## src/rtl/issue_scheduler.sv

```systemverilog
// issue_scheduler: dual-issue scheduler between decode and the two execute lanes.
// Slot A (older) always goes to lane 0. Slot B (younger) goes to lane 1 when the
// pair is hazard-free. Otherwise B is parked in a one-entry hold register and
// issues alone in lane 0 on the following cycle. Load-use hazards against the
// previous cycle's load insert bubbles.
// Optional feature: define ISSUE_SCHED_PERF_EN to build the dual-issue and
// bubble performance counters; without it both counter outputs read 16'h0000.
module issue_scheduler #(
   parameter int CTRL_W = 6
) (
   input  logic              i_clk,
   input  logic              i_rst_n,
   input  logic              i_flush,
   input  logic              i_stall,
   input  logic              i_valid_a,
   input  logic              i_valid_b,
   input  logic [CTRL_W-1:0] i_ctrl_a,
   input  logic [CTRL_W-1:0] i_ctrl_b,
   input  logic [3:0]        i_rd_a,
   input  logic [3:0]        i_rn_a,
   input  logic [3:0]        i_rm_a,
   input  logic [3:0]        i_rd_b,
   input  logic [3:0]        i_rn_b,
   input  logic [3:0]        i_rm_b,
   input  logic [1:0]        i_use_a,
   input  logic [1:0]        i_use_b,
   output logic              o_ready,
   output logic              o_lane0_valid,
   output logic              o_lane0_from_hold,
   output logic              o_lane1_valid,
   output logic [15:0]       o_dual_cnt,
   output logic [15:0]       o_bubble_cnt
);

   // Control bundle bit positions, MSB first: RegWrite, MemtoReg, MemWrite,
   // Branch, FlagWrite, CondUse.
   localparam int RW  = CTRL_W - 1;
   localparam int MTR = CTRL_W - 2;
   localparam int MW  = CTRL_W - 3;
   localparam int BR  = CTRL_W - 4;
   localparam int FW  = CTRL_W - 5;
   localparam int CU  = CTRL_W - 6;

   typedef enum logic {ST_NORMAL, ST_HOLD} state_t;

   // True when an instruction's used source (Rn and/or Rm) matches register r.
   function automatic logic src_hit(input logic [1:0] use_f, input logic [3:0] rn,
                                    input logic [3:0] rm, input logic [3:0] r);
      return (use_f[1] && (rn == r)) || (use_f[0] && (rm == r));
   endfunction

   state_t      state_q, state_d;
   // Hold register: only the fields the lone lane-0 issue still needs.
   logic [3:0]  hold_rd_q, hold_rd_d;
   logic [3:0]  hold_rn_q, hold_rn_d;
   logic [3:0]  hold_rm_q, hold_rm_d;
   logic [1:0]  hold_use_q, hold_use_d;
   logic        hold_load_q, hold_load_d;
   // Destination of the load issued last cycle.
   logic        ll_v_q, ll_v_d;
   logic [3:0]  ll_rd_q, ll_rd_d;

   logic ready_c, lane0_c, from_hold_c, lane1_c;
   logic dual_ev, bubble_ev;

   logic load_a, load_b, mem_a, mem_b;
   logic lu_a, lu_b, lu_hold, b_legal;
   logic unused_ctrl;

   assign load_a  = i_ctrl_a[RW] & i_ctrl_a[MTR];
   assign load_b  = i_ctrl_b[RW] & i_ctrl_b[MTR];
   assign mem_a   = i_ctrl_a[MTR] | i_ctrl_a[MW];
   assign mem_b   = i_ctrl_b[MTR] | i_ctrl_b[MW];
   assign lu_a    = ll_v_q & src_hit(i_use_a, i_rn_a, i_rm_a, ll_rd_q);
   assign lu_b    = ll_v_q & src_hit(i_use_b, i_rn_b, i_rm_b, ll_rd_q);
   assign lu_hold = ll_v_q & src_hit(hold_use_q, hold_rn_q, hold_rm_q, ll_rd_q);

   // Pair legality: any intra-pair hazard, a control-flow instruction in either
   // slot (branches live in lane 0 only, and Rd=15 writes are branches too), or
   // a load-use hit on B forces a split.
   assign b_legal = ~((i_ctrl_a[RW] & src_hit(i_use_b, i_rn_b, i_rm_b, i_rd_a))
                    | (i_ctrl_a[RW] & i_ctrl_b[RW] & (i_rd_a == i_rd_b))
                    | (mem_a & mem_b)
                    | i_ctrl_a[BR] | (i_ctrl_a[RW] & (i_rd_a == 4'd15))
                    | i_ctrl_b[BR] | (i_ctrl_b[RW] & (i_rd_b == 4'd15))
                    | (i_ctrl_a[FW] & i_ctrl_b[CU])
                    | lu_b);

   // A's CondUse and B's FlagWrite never matter inside a pair.
   assign unused_ctrl = i_ctrl_a[CU] ^ i_ctrl_b[FW];

   // Issue decision and next-state computation.
   always_comb begin
      state_d     = state_q;
      hold_rd_d   = hold_rd_q;
      hold_rn_d   = hold_rn_q;
      hold_rm_d   = hold_rm_q;
      hold_use_d  = hold_use_q;
      hold_load_d = hold_load_q;
      ll_v_d      = ll_v_q;
      ll_rd_d     = ll_rd_q;
      ready_c     = 1'b0;
      lane0_c     = 1'b0;
      from_hold_c = 1'b0;
      lane1_c     = 1'b0;
      dual_ev     = 1'b0;
      bubble_ev   = 1'b0;
      if (i_flush) begin
         // Redirect: discard the presented pair and anything held.
         ready_c     = 1'b1;
         state_d     = ST_NORMAL;
         hold_rd_d   = '0;
         hold_rn_d   = '0;
         hold_rm_d   = '0;
         hold_use_d  = '0;
         hold_load_d = 1'b0;
         ll_v_d      = 1'b0;
      end else if (!i_stall) begin
         // Load tracker only survives if a load issues this cycle.
         ll_v_d = 1'b0;
         if (state_q == ST_HOLD) begin
            if (lu_hold) begin
               bubble_ev = 1'b1;
            end else begin
               lane0_c     = 1'b1;
               from_hold_c = 1'b1;
               state_d     = ST_NORMAL;
               if (hold_load_q) begin
                  ll_v_d  = 1'b1;
                  ll_rd_d = hold_rd_q;
               end
            end
         end else if (!i_valid_a) begin
            // Empty (or B-only) pair is simply consumed.
            ready_c = 1'b1;
         end else if (lu_a) begin
            bubble_ev = 1'b1;
         end else begin
            lane0_c = 1'b1;
            ready_c = 1'b1;
            if (load_a) begin
               ll_v_d  = 1'b1;
               ll_rd_d = i_rd_a;
            end
            if (i_valid_b) begin
               if (b_legal) begin
                  lane1_c = 1'b1;
                  dual_ev = 1'b1;
                  if (load_b) begin
                     ll_v_d  = 1'b1;
                     ll_rd_d = i_rd_b;
                  end
               end else begin
                  state_d     = ST_HOLD;
                  hold_rd_d   = i_rd_b;
                  hold_rn_d   = i_rn_b;
                  hold_rm_d   = i_rm_b;
                  hold_use_d  = i_use_b;
                  hold_load_d = load_b;
               end
            end
         end
      end
   end

   // Scheduler state, hold register and load tracker.
   always_ff @(posedge i_clk or negedge i_rst_n) begin
      if (!i_rst_n) begin
         state_q     <= ST_NORMAL;
         hold_rd_q   <= '0;
         hold_rn_q   <= '0;
         hold_rm_q   <= '0;
         hold_use_q  <= '0;
         hold_load_q <= 1'b0;
         ll_v_q      <= 1'b0;
         ll_rd_q     <= '0;
      end else begin
         state_q     <= state_d;
         hold_rd_q   <= hold_rd_d;
         hold_rn_q   <= hold_rn_d;
         hold_rm_q   <= hold_rm_d;
         hold_use_q  <= hold_use_d;
         hold_load_q <= hold_load_d;
         ll_v_q      <= ll_v_d;
         ll_rd_q     <= ll_rd_d;
      end
   end

   // Issue outputs are combinational, so they are masked while reset is held.
   assign o_ready           = i_rst_n & ready_c;
   assign o_lane0_valid     = i_rst_n & lane0_c;
   assign o_lane0_from_hold = i_rst_n & from_hold_c;
   assign o_lane1_valid     = i_rst_n & lane1_c;

`ifdef ISSUE_SCHED_PERF_EN
   logic [15:0] dual_cnt_q, bubble_cnt_q;

   // Saturating performance counters; events are already suppressed on
   // stall and flush cycles.
   always_ff @(posedge i_clk or negedge i_rst_n) begin
      if (!i_rst_n) begin
         dual_cnt_q   <= '0;
         bubble_cnt_q <= '0;
      end else begin
         if (dual_ev && (dual_cnt_q != 16'hFFFF))
            dual_cnt_q <= dual_cnt_q + 16'd1;
         if (bubble_ev && (bubble_cnt_q != 16'hFFFF))
            bubble_cnt_q <= bubble_cnt_q + 16'd1;
      end
   end

   assign o_dual_cnt   = dual_cnt_q;
   assign o_bubble_cnt = bubble_cnt_q;
`else
   logic unused_perf;
   assign unused_perf  = dual_ev ^ bubble_ev;
   assign o_dual_cnt   = 16'h0000;
   assign o_bubble_cnt = 16'h0000;
`endif

endmodule

```

## config.mk

```make
export PLATFORM = sky130hd
export DESIGN_NAME = issue_scheduler
export DESIGN_NICKNAME = d
export VERILOG_FILES = /design/src/rtl/issue_scheduler.sv
export SDC_FILE = /design/constraint.sdc
export NUM_CORES = 1
export LEC_CHECK = 0
export BUFFER_PORTS_ARGS = -buffer_cell sky130_fd_sc_hd__buf_2
export CORE_UTILIZATION = 44
export CTS_BUF_LIST = sky130_fd_sc_hd__clkbuf_8
export DETAILED_ROUTE_END_ITERATION = 8
export PLACE_DENSITY_LB_ADDON = 0.3
export SLEW_MARGIN = 10
export SYNTH_ARGS = -nofsm -noshare
export SYNTH_HDL_FRONTEND = slang
export SYNTH_SLANG_ARGS = --single-unit
```

## constraint.sdc

```tcl
create_clock -name i_clk -period 2.37 [get_ports i_clk]
set_input_delay 0.237 -clock i_clk [delete_from_list [all_inputs] [get_ports i_clk]]
set_output_delay 0.237 -clock i_clk [all_outputs]
set_load 0.02 [all_outputs]
```

* Word level (Yosys, flattened, before mapping)
Cells that the tools add are included.
** Word-level totals
- Register bits :: 21
** Operators by class
- Equality and inequality tests :: 17
- Multiplexer cells :: 83
- Bitwise operators :: 28
- Reductions and logical operators :: 18
** Operators with widths (number)
- 2-to-1 mux 4 bit :: 30
- 2-to-1 mux 1 bit :: 46
- equality test 4 bit :: 9
- bitwise AND 1 bit :: 16
- 2-to-1 mux 2 bit :: 7
- AND reduction 6 bit :: 2
- inequality test 2 bit, second input constant :: 5
- OR 1 bit :: 10
- equality test 4 bit, second input constant :: 2
- logical AND 1 bit :: 8
- nonzero test 2 bit :: 4
- logical OR 1 bit :: 4
- inequality test 2 x 1 -> 1 bit, second input constant :: 1
- NOT 1 bit :: 2

* Longest topological paths before layout
Gate-level depths: netlist (run 1).
- Word-level depth :: 20
- Gate-level depth with buffers :: 9
- Depth with buffers taken out :: 7

* Least setup slack after synthesis (run 1)
Ideal clock, no wire load.
- Path type :: input to register
- Start :: in i_rd_a[3]
- End :: reg hold_load_q
- Data arrival time :: 2.134 ns
- Setup slack :: 0.104 ns
- Stages :: 8
- Path buffers :: 2
- Cells stage by stage :: clkbuf_2 -> o2111ai_1 -> a2111oi_2 -> o31ai_1 -> a2111oi_4 -> buf_6 -> mux2i_1 -> nor2_1
** On the way
- Cells in the longest elaborated chain, start to end :: 14
- Elaborated cells on any way between the ends :: 20
- Those cells by class :: eq/ne (4); bitwise (11); reduce/logical (5)
** Ends and longest elaborated chain
- from (decl) :: line 19 : input logic [3:0] i_rd_a,
- equality test 4 bit :: line 49 : return (use_f[1] && (rn == r)) || (use_f[0] && (rm == r));
- logical AND 1 bit :: line 49
- logical OR 1 bit :: line 49
- bitwise AND 1 bit :: line 81 : assign b_legal = ~((i_ctrl_a[RW] & src_hit(i_use_b, i_rn_b, i_rm_b, i_rd_a))
- OR 1 bit :: line 82 : | (i_ctrl_a[RW] & i_ctrl_b[RW] & (i_rd_a == i_rd_b))
- OR 1 bit :: line 83 : | (mem_a & mem_b)
- OR 1 bit :: line 84 : | i_ctrl_a[BR] | (i_ctrl_a[RW] & (i_rd_a == 4'd15))
- OR 1 bit (*) :: line 84
- OR 1 bit (*) (2 in a row) :: line 85 : | i_ctrl_b[BR] | (i_ctrl_b[RW] & (i_rd_b == 4'd15))
- OR 1 bit (*) :: line 86 : | (i_ctrl_a[FW] & i_ctrl_b[CU])
- OR 1 bit (*) :: line 87 : | lu_b);
- nonzero test 2 bit (no line) (*)
- AND reduction 6 bit (no line) (*)
- to (signal assigned) :: line 183 : hold_load_q <= hold_load_d;
- to (decl) :: line 58 : logic hold_load_q, hold_load_d;
Every way passes the cells marked *; elsewhere a longest branch is shown, timed or not.
A chain may end at the register's enable or synchronous reset.

* Final worst setup path (run 1)
- Start :: reg ll_rd_q[0]
- End :: out o_lane1_valid
** On the way
- Cells in the longest elaborated chain, start to end :: 13
- Elaborated cells on any way between the ends :: 21
- Those cells by class :: eq/ne (4); mux (7); bitwise (4); reduce/logical (6)
** Ends and longest elaborated chain
- from (decl) :: line 61 : logic [3:0] ll_rd_q, ll_rd_d;
- from (signal assigned) :: line 185 : ll_rd_q <= ll_rd_d;
- equality test 4 bit :: line 49
- logical AND 1 bit :: line 49
- logical OR 1 bit :: line 49
- bitwise AND 1 bit :: line 75 : assign lu_b = ll_v_q & src_hit(i_use_b, i_rn_b, i_rm_b, ll_rd_q);
- OR 1 bit :: line 87
- 2-to-1 mux 1 bit :: line 146 : if (b_legal) begin
- 2-to-1 mux 1 bit :: line 145 : if (i_valid_b) begin
- 2-to-1 mux 1 bit (*) :: line 136 : end else if (lu_a) begin
- 2-to-1 mux 1 bit (*) :: line 133 : end else if (!i_valid_a) begin
- 2-to-1 mux 1 bit (*) :: line 121 : if (state_q == ST_HOLD) begin
- 2-to-1 mux 1 bit (*) :: line 118 : end else if (!i_stall) begin
- 2-to-1 mux 1 bit (*) :: line 108 : if (i_flush) begin
- bitwise AND 1 bit (*) :: line 193 : assign o_lane1_valid = i_rst_n & lane1_c;
- to (decl) :: line 30 : output logic o_lane1_valid,
Marks and branches as above.

==> summary.md, run 1 <==
| Metric | Value |
|---|---|
| Syn-to-layout area delta | `15.5%` |
| Slew Viols, Final | `0` |
| Max IR drop VDD | `0.212 mV` |
| Crit-path max FO | `5` |
| EDFF count, synth | `0` |
| Clk_lat worst skew | `0.26 ns` |
| Clock power frac | `0.220` |
| Root buffer cell | `clkbuf_8` |
| Critical Path Start Type | `register` |
| Port bufs | `47` |
| Most used cell, CP | `buf_4` |
| Ys async rst share | `1.00` |
| RSZ-0062 raised after global routing | `yes` |
| Worst path slowest cell | `dfrtp_2` |
| Syn Area/Cell | `8.71 sq um` |
| Hold crit path type | `in2reg` |
| NetSw | `399 uW` |
| Global-route wire length before repair | `7110 um` |
| Clk buf depth | `2` |
| Critical Path AT | `2.04 ns` |
| DP Worst Slack | `0.142 ns` |
| Status | `complete, no violations` |
| Total power | `1090 uW` |
| Post-synthesis sequential area ratio | `0.286` |
| Main synth FF type | `dfrtp_1` |
| CP top delay family | `simple AND/OR/NAND/NOR gates` |
| Leakage | `0.00102 uW` |
| Final WS setup | `0.0923 ns` |
| Final net count | `309` |
| Internal Power | `686 uW` |
| Max Cap Violations | `0` |
| Row cnt | `23` |
| Share of the synthesized area in the top cell type | `0.286` |
| Core Area | `0.00400 sq mm` |
| Worst Setup End Kind | `output port` |
| Final ANT Viol Nets | `0` |
| Dpl hpwl | `3510 um` |
| CP max stage delay | `0.47 ns` |
| Post-route clock period utilization | `0.961` |
| CTS sink cnt | `21` |
| Final setup vio count | `0` |
| 1st-pass router iterations | `4` |
| Yosys reg bits | `21` |
| Number of library cell types mapped by synthesis | `39` |
| Initial core utilization | `0.459` |
| Commonest non-fill, non-tap cell in the layout | `buf_2` |
| Final std cells w/o fill | `312` |
| Routed WL | `4420 um` |
| Max_slew headroom | `0.555` |
| Routed len/inst | `14.2 um` |
| Share of post-route cells with drive strength above 1 | `0.267` |
| Initial antenna violation count | `0` |
| Vias per cell | `5.06` |
| Critical Path RT | `2.13 ns` |
| Largest net degree at the start of global routing | `20` |
| CTS tree | `yes` |
| Via count | `1579` |
| Chip Height | `66.6 um` |
| Power per Cell Area | `512 mW/mm^2` |
| GP Congestion | `0.832` |
| Crit path time final | `2.28 ns` |
| I/O pin count | `82` |
| Worst path bufs/invs | `3` |
| H-tree level count | `1` |
| Placed Cells | `307` |
| N_diodes | `0` |
| CTS clk-pin slew, worst paths | `0.08 ns` |
| Final core occ | `0.530` |
| Worst-margin pin slew | `0.662 ns` |
| Worst Skew | `0.00347 ns` |
| Die area | `0.00444 sq mm` |
| Cts bufs inserted | `3` |
| Synth Cell Area | `0.00184 sq mm` |
| Critical path class | `reg2out` |
| Area leader, netlist | `dfrtp_1` |
| GR Util All Layers | `0.216` |
| Final hold viol count | `0` |
| Die width | `66.6 um` |
| Area contributors post-synth | `dfrtp_1 (29%), buf_4 (13%), mux2i_1 (10%), xor2_1 (7.6%), xnor2_1 (6.7%)` |
| Sw frac | `0.368` |
| Most frequent cells in the layout | `buf_2 (46), conb_1 (32), mux2i_1 (19), dfrtp_1 (18), nor2_1 (17)` |
| Gate power share | `0.376` |
| Crit-path cells | `buf_4, xor2_1, nor3_1, nand4_1, nand4_1, buf_4, nor3_2, buf_4` |
| Total gr overflow | `0` |
| Flop pwr share | `0.405` |
| Hold_ws | `0.269 ns` |
| Number of global-route vias before repair | `1549` |
| DR iter-0 viols | `48` |
| Drt drc | `0` |
| Gate Count Post-Synth | `211` |
| Syn. warnings | `0` |
| Max Freq | `439 MHz` |
[metrics by stage]
stage / instance area (sq um) / TNS (ns)
floorplan: 1950 / 0
CTS: 2100 / 0
global placement: 2040 / 0
finish: 2120 / 0
global route: 2120 / -0.0519
detailed placement: 2040 / 0
[Yosys cell counts (3+ instances only)]
| master | count |
|---|---|
| o21ai_0 | 4 |
| nand2b_1 | 4 |
| clkbuf_1 | 3 |
| xor2_1 | 16 |
| nand3_1 | 11 |
| buf_4 | 32 |
| mux2i_1 | 19 |
| nor2_1 | 17 |
| xnor2_1 | 14 |
| dfrtp_1 | 21 |
| nand2_1 | 12 |
| nand4_1 | 6 |
| o221ai_1 | 4 |
| nor3_1 | 6 |
| inv_1 | 9 |
| buf_2 | 4 |
[power groups by stage]
stage | clock network (uW) | registers [uW] | logic [uW]
3_5_place_dp | 0 | 443 | 399
2_1_floorplan | 0 | 399 | 352
4_1_cts | 248 | 436 | 402
3_3_place_gp | 0 | 443 | 390
5_1_grt | 260 | 443 | 446
6_report | 238 | 440 | 408
[flip-flops by register name (all words and copies together) (netlist names)]
signal and flops:
state_q 1, ll_rd_q 4, hold_use_q 2, hold_rn_q 4, hold_load_q 1, ll_v_q 1
hold_rm_q 4, hold_rd_q 4
[tightest hold or removal path, cell delays in order]
cell and delay (ns):
buf_2 0.11, mux2i_1 0.07, nor2_1 0.08
[per-layer routing]
layer  up-vias  GRT usage  wire length (um)
met2        69      0.365              2050
li1        764          -                 -
met4         0     0.0745                34
met3         4     0.0223               248
met5         -          0                 0
met1       742      0.283              2090
[what timing repair did]
item,CTS,global route
resized for setup,0,7
hold buffers,1,0
setup endpoints to repair,0,6
endpoints found under the hold margin,9,0
setup buffers,0,0
[cell families after synthesis]
kind of cell / count (synthesis) / share of synthesized area
other: 1 / 0.00204
and+or+nand+nor: 62 / 0.161
muxes: 21 / 0.116
buffers and inverters: 51 / 0.177
DFF: 21 / 0.286
xor gates and xnor gates: 30 / 0.143
AOI/OAI and AO/OA: 25 / 0.114
[worst paths after layout]
check | start | to | slack [ns] | cells past startpoint
worst max-delay path | ll_rd_q[0] | o_lane1_valid | 0.09 | 8
worst min-delay path | i_use_b[1] | hold_use_q[1] | 0.27 | 3
worst max register to register | ll_rd_q[1] | ll_rd_q[3] | 0.16 | 8
worst min register to register | hold_rd_q[0] | ll_rd_q[0] | 0.53 | 2
max in group asynchronous | i_rst_n | ll_rd_q[1] | 1.47 | 3
min in group asynchronous | i_rst_n | hold_load_q | 0.43 | 2
[final cells by class]
type	count	area, sq um
fillers	420	1880
multi-input cells	170	1120
inverters	10	37.5
clock inverters	1	3.75
flip-flops and latches	21	529
clock buffers	3	41.3
repair buffers	57	328
well taps	50	62.6
No activity file was read; power rests on OpenSTA's default activity.
==> run 2: changes to the inputs <==
--- a/config.mk
+++ b/config.mk
@@ -9,7 +9,8 @@
 export CORE_UTILIZATION = 44
 export CTS_BUF_LIST = sky130_fd_sc_hd__clkbuf_8
 export DETAILED_ROUTE_END_ITERATION = 8
-export PLACE_DENSITY_LB_ADDON = 0.3
+export MAX_ROUTING_LAYER = met4
+export PLACE_DENSITY = 0.78
 export SLEW_MARGIN = 10
 export SYNTH_ARGS = -nofsm -noshare
 export SYNTH_HDL_FRONTEND = slang
==> summary.md, run 2 (synthesized netlist as in run 1, its figures left out) <==
| Metric | Value |
|---|---|
| Worst-margin pin slew | `0.712 ns (+0.0497 ns)` |
| Row cnt | `23 (unchanged)` |
| Leakage | `0.00102 uW (-0.13%)` |
| Initial antenna violation count | `0 (unchanged)` |
| Cts bufs inserted | `3 (unchanged)` |
| Slew Viols, Final | `0 (unchanged)` |
| FF/Latch Area | `531 sq um (+0.24%)` |
| Clock power frac | `0.221 (about the same)` |
| Fill cells | `398 (-5.2%)` |
| Critical Path RT | `2.55 ns (+0.42 ns)` |
| Gate power share | `0.366 (-0.010)` |
| Sw frac | `0.371 (+0.00342)` |
| Critical Path AT | `2.43 ns (+0.39 ns)` |
| Final ANT Viol Nets | `0 (unchanged)` |
| Drt drc | `0 (unchanged)` |
| Max Cap Violations | `0 (unchanged)` |
| Crit path time final | `2.25 ns (-0.0311 ns)` |
| 1st-pass router iterations | `4 (unchanged)` |
| Power per Cell Area | `517 mW/mm^2 (+0.95%)` |
| Syn-to-layout area delta | `15.1%` |
| Vias per cell | `5.12 (+1.1%)` |
| NetSw | `406 uW (+1.6%)` |
| Area taken by multi-input logic gates | `0.00111 sq mm (-0.45%)` |
| Post-route clock period utilization | `0.948 (-0.0131)` |
| Core Area | `0.00400 sq mm (unchanged)` |
| Max Freq | `445 MHz (+1.4%)` |
| CTS tree | `yes` |
| N_diodes | `0 (unchanged)` |
| Final net count | `309 (unchanged)` |
| Via count | `1596 (+1.1%)` |
| Routed len/inst | `14.3 um (+0.79%)` |
| Commonest non-fill, non-tap cell in the layout | `buf_2` |
| Number of global-route vias before repair | `1400 (-9.6%)` |
| Root buffer cell | `clkbuf_8` |
| RSZ-0062 raised after global routing | `yes` |
| Internal Power | `687 uW (+0.11%)` |
| H-tree level count | `1 (unchanged)` |
| CP startpoint | `ll_rd_q[0]` |
| Final hold viol count | `0 (unchanged)` |
| Die width | `66.6 um (unchanged)` |
| Chip Height | `66.6 um (unchanged)` |
| Min-delay src | `i_use_b[1]` |
| R2R setup slack | `0.12 ns (-0.04 ns)` |
| Hold crit path type | `in2reg` |
| Worst Skew | `0.00358 ns (+0.000112 ns)` |
| Global-route wire length before repair | `6680 um (-6.0%)` |
| Initial core utilization | `0.459 (unchanged)` |
| CP max stage delay | `0.57 ns (+0.10 ns)` |
| Flop pwr share | `0.413 (+0.008)` |
| FF-to-FF Start | `ll_rd_q[0]` |
| Share of post-route cells with drive strength above 1 | `0.267 (unchanged)` |
| Most frequent cells in the layout | `buf_2 (47), conb_1 (32), mux2i_1 (19), nor2_1 (17), dfrtp_1 (17)` |
| Clk buf depth | `2 (unchanged)` |
| Routed WL | `4450 um (+0.79%)` |
| GR Util All Layers | `0.210 (-0.00543)` |
| CTS clk-pin slew, worst paths | `0.08 ns (about the same)` |
| Dpl hpwl | `3380 um (-3.8%)` |
| Worst Setup End Kind | `register` |
| Status | `complete, no violations` |
| Largest net degree at the start of global routing | `21 (+5.0%)` |
| CTS sink cnt | `21 (unchanged)` |
| DR iter-0 viols | `92 (+92%)` |
| Total power | `1090 uW (+0.65%)` |
| Port bufs | `47 (unchanged)` |
| Worst path slowest cell | `o21ai_1` |
| Max IR drop VDD | `0.186 mV (-12%)` |
| I/O pin count | `82 (unchanged)` |
| Final setup vio count | `0 (unchanged)` |
| Max_slew headroom | `0.522 (-0.0325)` |
| Crit-path cells | `xor2_1, nor3_1, nand4_1, o311ai_0, buf_4, o21ai_1, nand3_1, o221ai_1` |
| Hold_ws | `0.264 ns (-0.00536 ns)` |
| Critical Path Start Type | `register` |
| Total gr overflow | `0 (unchanged)` |
| Crit-path max FO | `9 (+4)` |
| Die area | `0.00444 sq mm (unchanged)` |
| GP Congestion | `0.917 (+10%)` |
| Clk_lat worst skew | `0.27 ns (about the same)` |
| Critical path class | `reg2reg` |
run 2: area by class of cell:
| type | count | share of cell area |
|---|---|---|
| clock buffers | 3 | 0.0195 |
| flip-flops and latches | 21 | 0.251 |
| multi-input cells | 170 | 0.527 |
| inverters | 10 | 0.0178 |
| clock inverters | 1 | 0.00178 |
| repair buffers | 57 | 0.154 |
| well taps | 50 | 0.0296 |
run 2: what timing repair did:
item | in CTS | in global routing
gates cloned | 0 | 0
resized for setup | 1 | 5
setup buffers | 0 | 2
pin swaps | 0 | 1
hold buffers | 1 | 0
endpoints found under the hold margin | 1 | 0
endpoints found under the setup margin | 1 | 21
run 2: worst max-delay path: cells and delay by family, from the launching register on:
kind            cells  cell delay [ns]
compound gates      3             0.83
xor+xnor            1             0.22
flops               1             0.51
simple gates        3             0.41
buf+inv             1             0.19
run 2: power by group through the flow:
| stage | clock, uW | combinational (uW) | sequential [uW] |
|---|---|---|---|
| after floorplan | 0 | 352 | 399 |
| after global placement | 0 | 363 | 455 |
| after detailed placement | 0 | 371 | 457 |
| after CTS | 243 | 376 | 450 |
| after global routing | 262 | 438 | 454 |
| final | 241 | 400 | 451 |
run 2: metrics by stage:
stage	util	cells	setup WS, ns	setup TNS (ns)	cell area [sq um]
4_1_cts	0.522	310	0.0573	0	2090
2_1_floorplan	-	242	0.104	0	1950
3_5_place_dp	0.507	305	0.0951	0	2030
3_3_place_gp	0.507	305	0.124	0	2030
6_report	0.529	312	0.123	0	2110
5_1_grt	0.529	312	-0.0541	-0.144	2110
run 2: worst paths after layout:
check	endpoint	depth (start not counted)
setup / recovery	ll_rd_q[3]	8
setup reg to reg	ll_rd_q[3]	8
min in group asynchronous	hold_load_q	2
hold reg to reg	ll_rd_q[2]	2
hold / removal	hold_use_q[1]	3
max in group asynchronous	ll_rd_q[0]	3
run 2: per-layer routing:
metal / vias up / share of wire / routed length [um] / global-route usage
li1: 761 / - / - / -
met1: 763 / 0.43 / 1900 / 0.274
met2: 67 / 0.51 / 2250 / 0.336
met3: 5 / 0.056 / 250 / 0.0205
met4: 0 / 0.010 / 46 / 0.0798
met5: - / 0 / 0 / -
==> run 3: changes to the inputs <==
--- a/config.mk
+++ b/config.mk
@@ -6,6 +6,7 @@
 export NUM_CORES = 1
 export LEC_CHECK = 0
 export BUFFER_PORTS_ARGS = -buffer_cell sky130_fd_sc_hd__buf_2
+export CORE_MARGIN = 5
 export CORE_UTILIZATION = 44
 export CTS_BUF_LIST = sky130_fd_sc_hd__clkbuf_8
 export DETAILED_ROUTE_END_ITERATION = 8
==> summary.md, run 3 (synthesized netlist as in run 1, its figures left out) <==
| Metric | Value |
|---|---|
| FF-to-FF path depth | `7 (-1)` |
| Row cnt | `23 (unchanged)` |
| Worst-margin pin slew | `0.661 ns (-0.0511 ns)` |
| Via count | `1613 (+1.1%)` |
| Cts bufs inserted | `3 (unchanged)` |
| CP max stage delay | `0.49 ns (-0.08 ns)` |
| Critical Path Start Type | `register` |
| Internal Power | `676 uW (-1.6%)` |
| Clock power frac | `0.220 (about the same)` |
| Core Area | `0.00403 sq mm (+0.72%)` |
| N_diodes | `0 (unchanged)` |
| DP Worst Slack | `0.0191 ns (-0.0760 ns)` |
| Number of global-route vias before repair | `1568 (+12%)` |
| I/O pin count | `82 (unchanged)` |
| CTS clk-pin slew, worst paths | `0.08 ns (about the same)` |
| H-tree level count | `1 (unchanged)` |
| Syn-to-layout area delta | `14.9%` |
| GP Congestion | `0.941 (+2.6%)` |
| Die width | `74.6 um (+12%)` |
| Port bufs | `47 (unchanged)` |
| R2R setup slack | `0.19 ns (+0.07 ns)` |
| Critical Path AT | `2.01 ns (-0.42 ns)` |
| Postcts setup bufs | `0 (unchanged)` |
| Chip Height | `74.6 um (+12%)` |
| DR iter-0 viols | `116 (+26%)` |
| CP top delay family | `simple AND/OR/NAND/NOR gates` |
| Hold_ws | `0.270 ns (+0.00673 ns)` |
| Leakage | `0.00102 uW (-0.77%)` |
| Worst hold path endpoint | `ll_v_q` |
| Final ANT Viol Nets | `0 (unchanged)` |
| Crit path time final | `2.25 ns (-0.000722 ns)` |
| Hold path depth | `3 (unchanged)` |
| Final net count | `307 (-0.65%)` |
| Slew Viols, Final | `0 (unchanged)` |
| CP startpoint | `ll_rd_q[2]` |
| Max Cap Violations | `0 (unchanged)` |
| Total gr overflow | `0 (unchanged)` |
| Final WS setup | `0.124 ns (+0.000722 ns)` |
| Power per Cell Area | `513 mW/mm^2 (-0.74%)` |
| Routed WL | `4770 um (+7.1%)` |
| RSZ-0062 raised after global routing | `no` |
| Routed len/inst | `15.4 um (+7.8%)` |
| Gate power share | `0.363 (-0.003)` |
| CTS tree | `yes` |
| Final hold viol count | `0 (unchanged)` |
| Worst Setup End Kind | `output port` |
| Max_slew headroom | `0.556 (+0.0335)` |
| Vias per cell | `5.20 (+1.7%)` |
| Sw frac | `0.376 (+0.00443)` |
| Max Freq | `445 MHz (about the same)` |
| Die area | `0.00557 sq mm (+25%)` |
| Crit-path cells | `buf_4, xor2_1, nor3_2, nand4_1, nand2_1, a211oi_1, o21a_1, buf_2` |
| Critical path class | `reg2out` |
| CTS sink cnt | `21 (unchanged)` |
| Initial antenna violation count | `0 (unchanged)` |
| FF-to-FF Start | `ll_rd_q[3]` |
| Critical Path RT | `2.13 ns (-0.42 ns)` |
| Max IR drop VDD | `0.194 mV (+4.8%)` |
| FF-to-FF End | `hold_rm_q[3]` |
| Share of post-route cells with drive strength above 1 | `0.265 (-0.00179)` |
| Clk buf depth | `2 (unchanged)` |
| Hold crit path type | `in2reg` |
| NetSw | `407 uW (+0.26%)` |
| Initial core utilization | `0.456 (-0.00328)` |
| Dpl hpwl | `3810 um (+13%)` |
| Worst path slowest cell | `dfrtp_2` |
| Commonest non-fill, non-tap cell in the layout | `buf_2` |
| GR Util All Layers | `0.183 (-0.0274)` |
| Final TNS setup | `0 ns (unchanged)` |
| Post-route clock period utilization | `0.948 (about the same)` |
| Crit-path max FO | `7 (-2)` |
| Worst Skew | `0.00905 ns (+0.00547 ns)` |
| Clk_lat worst skew | `0.27 ns (about the same)` |
| Flop pwr share | `0.418 (+0.005)` |
| Most frequent cells in the layout | `buf_2 (46), conb_1 (32), mux2i_1 (19), dfrtp_1 (18), nor2_1 (17)` |
| Root buffer cell | `clkbuf_8` |
| Worst path bufs/invs | `2 (+1)` |
| 1st-pass router iterations | `4 (unchanged)` |
| Global-route wire length before repair | `7510 um (+12%)` |
| Drt drc | `0 (unchanged)` |
| Min-delay src | `i_stall` |
| Largest net degree at the start of global routing | `20 (-4.8%)` |
| Status | `complete, no violations` |
| Final setup vio count | `0 (unchanged)` |
==> run 3: cell types whose count changed in the layout (fill, tap and decap cells not counted) <==
cell and change:
buf_2 -1, dfrtp_2 -1, nor3_2 +2, nor3_1 -2, dfrtp_1 +1, buf_4 -1
==> run 3: worst min-delay path, cell delays in order <==
cell and delay [ns]:
buf_2 0.14, nand2_1 0.06, o2bb2ai_1 0.06
==> run 3: layout make-up <==
| cell class | count | area [sq um] |
|---|---|---|
| tap | 50 | 62.6 |
| clock buffer | 3 | 41.3 |
| sequential | 21 | 529 |
| multi-input combinational | 170 | 1120 |
| clock inverter | 1 | 3.75 |
| fill | 393 | 1920 |
| inverter | 10 | 37.5 |
| timing repair buffer | 55 | 313 |
==> run 3: layer usage <==
metal | routed length (um) | vias to the layer above | track usage
met5 | 0 | - | -
met3 | 450 | 9 | 0.0307
li1 | - | 767 | -
met1 | 1980 | 760 | 0.229
met4 | 96 | 0 | 0.0692
met2 | 2250 | 77 | 0.297
==> run 3: power groups by stage <==
stage / logic, uW / clock network (uW) / registers, uW
floorplan: 352 / 0 / 399
global placement: 369 / 0 / 453
detailed placement: 379 / 0 / 456
CTS: 391 / 237 / 450
global route: 436 / 253 / 459
finish: 393 / 238 / 452
==> run 3: through the flow <==
stage / total power, uW / instances / utilization / cell area, sq um
2_1_floorplan: 751 / 242 / - / 1950
3_3_place_gp: 823 / 305 / 0.503 / 2030
6_report: 1080 / 310 / 0.524 / 2110
3_5_place_dp: 835 / 305 / 0.503 / 2030
5_1_grt: 1150 / 310 / 0.524 / 2110
4_1_cts: 1080 / 310 / 0.521 / 2100
==> run 3: worst max-delay path by stage <==
stage,endpoint,slack (ns),cells after the start
floorplan,hold_load_q,0.10,8
global placement,hold_rm_q[3],0.09,7
detailed placement,hold_rm_q[3],0.02,7
CTS,o_lane1_valid,0.02,6
global route,o_ready,0.009,8
finish,o_ready,0.12,8
==> run 3: repair_timing <==
item,CTS,global route
endpoints found under the setup margin,2,8
resized for setup,4,4
hold buffers,1,0
hold endpoints to repair,6,0
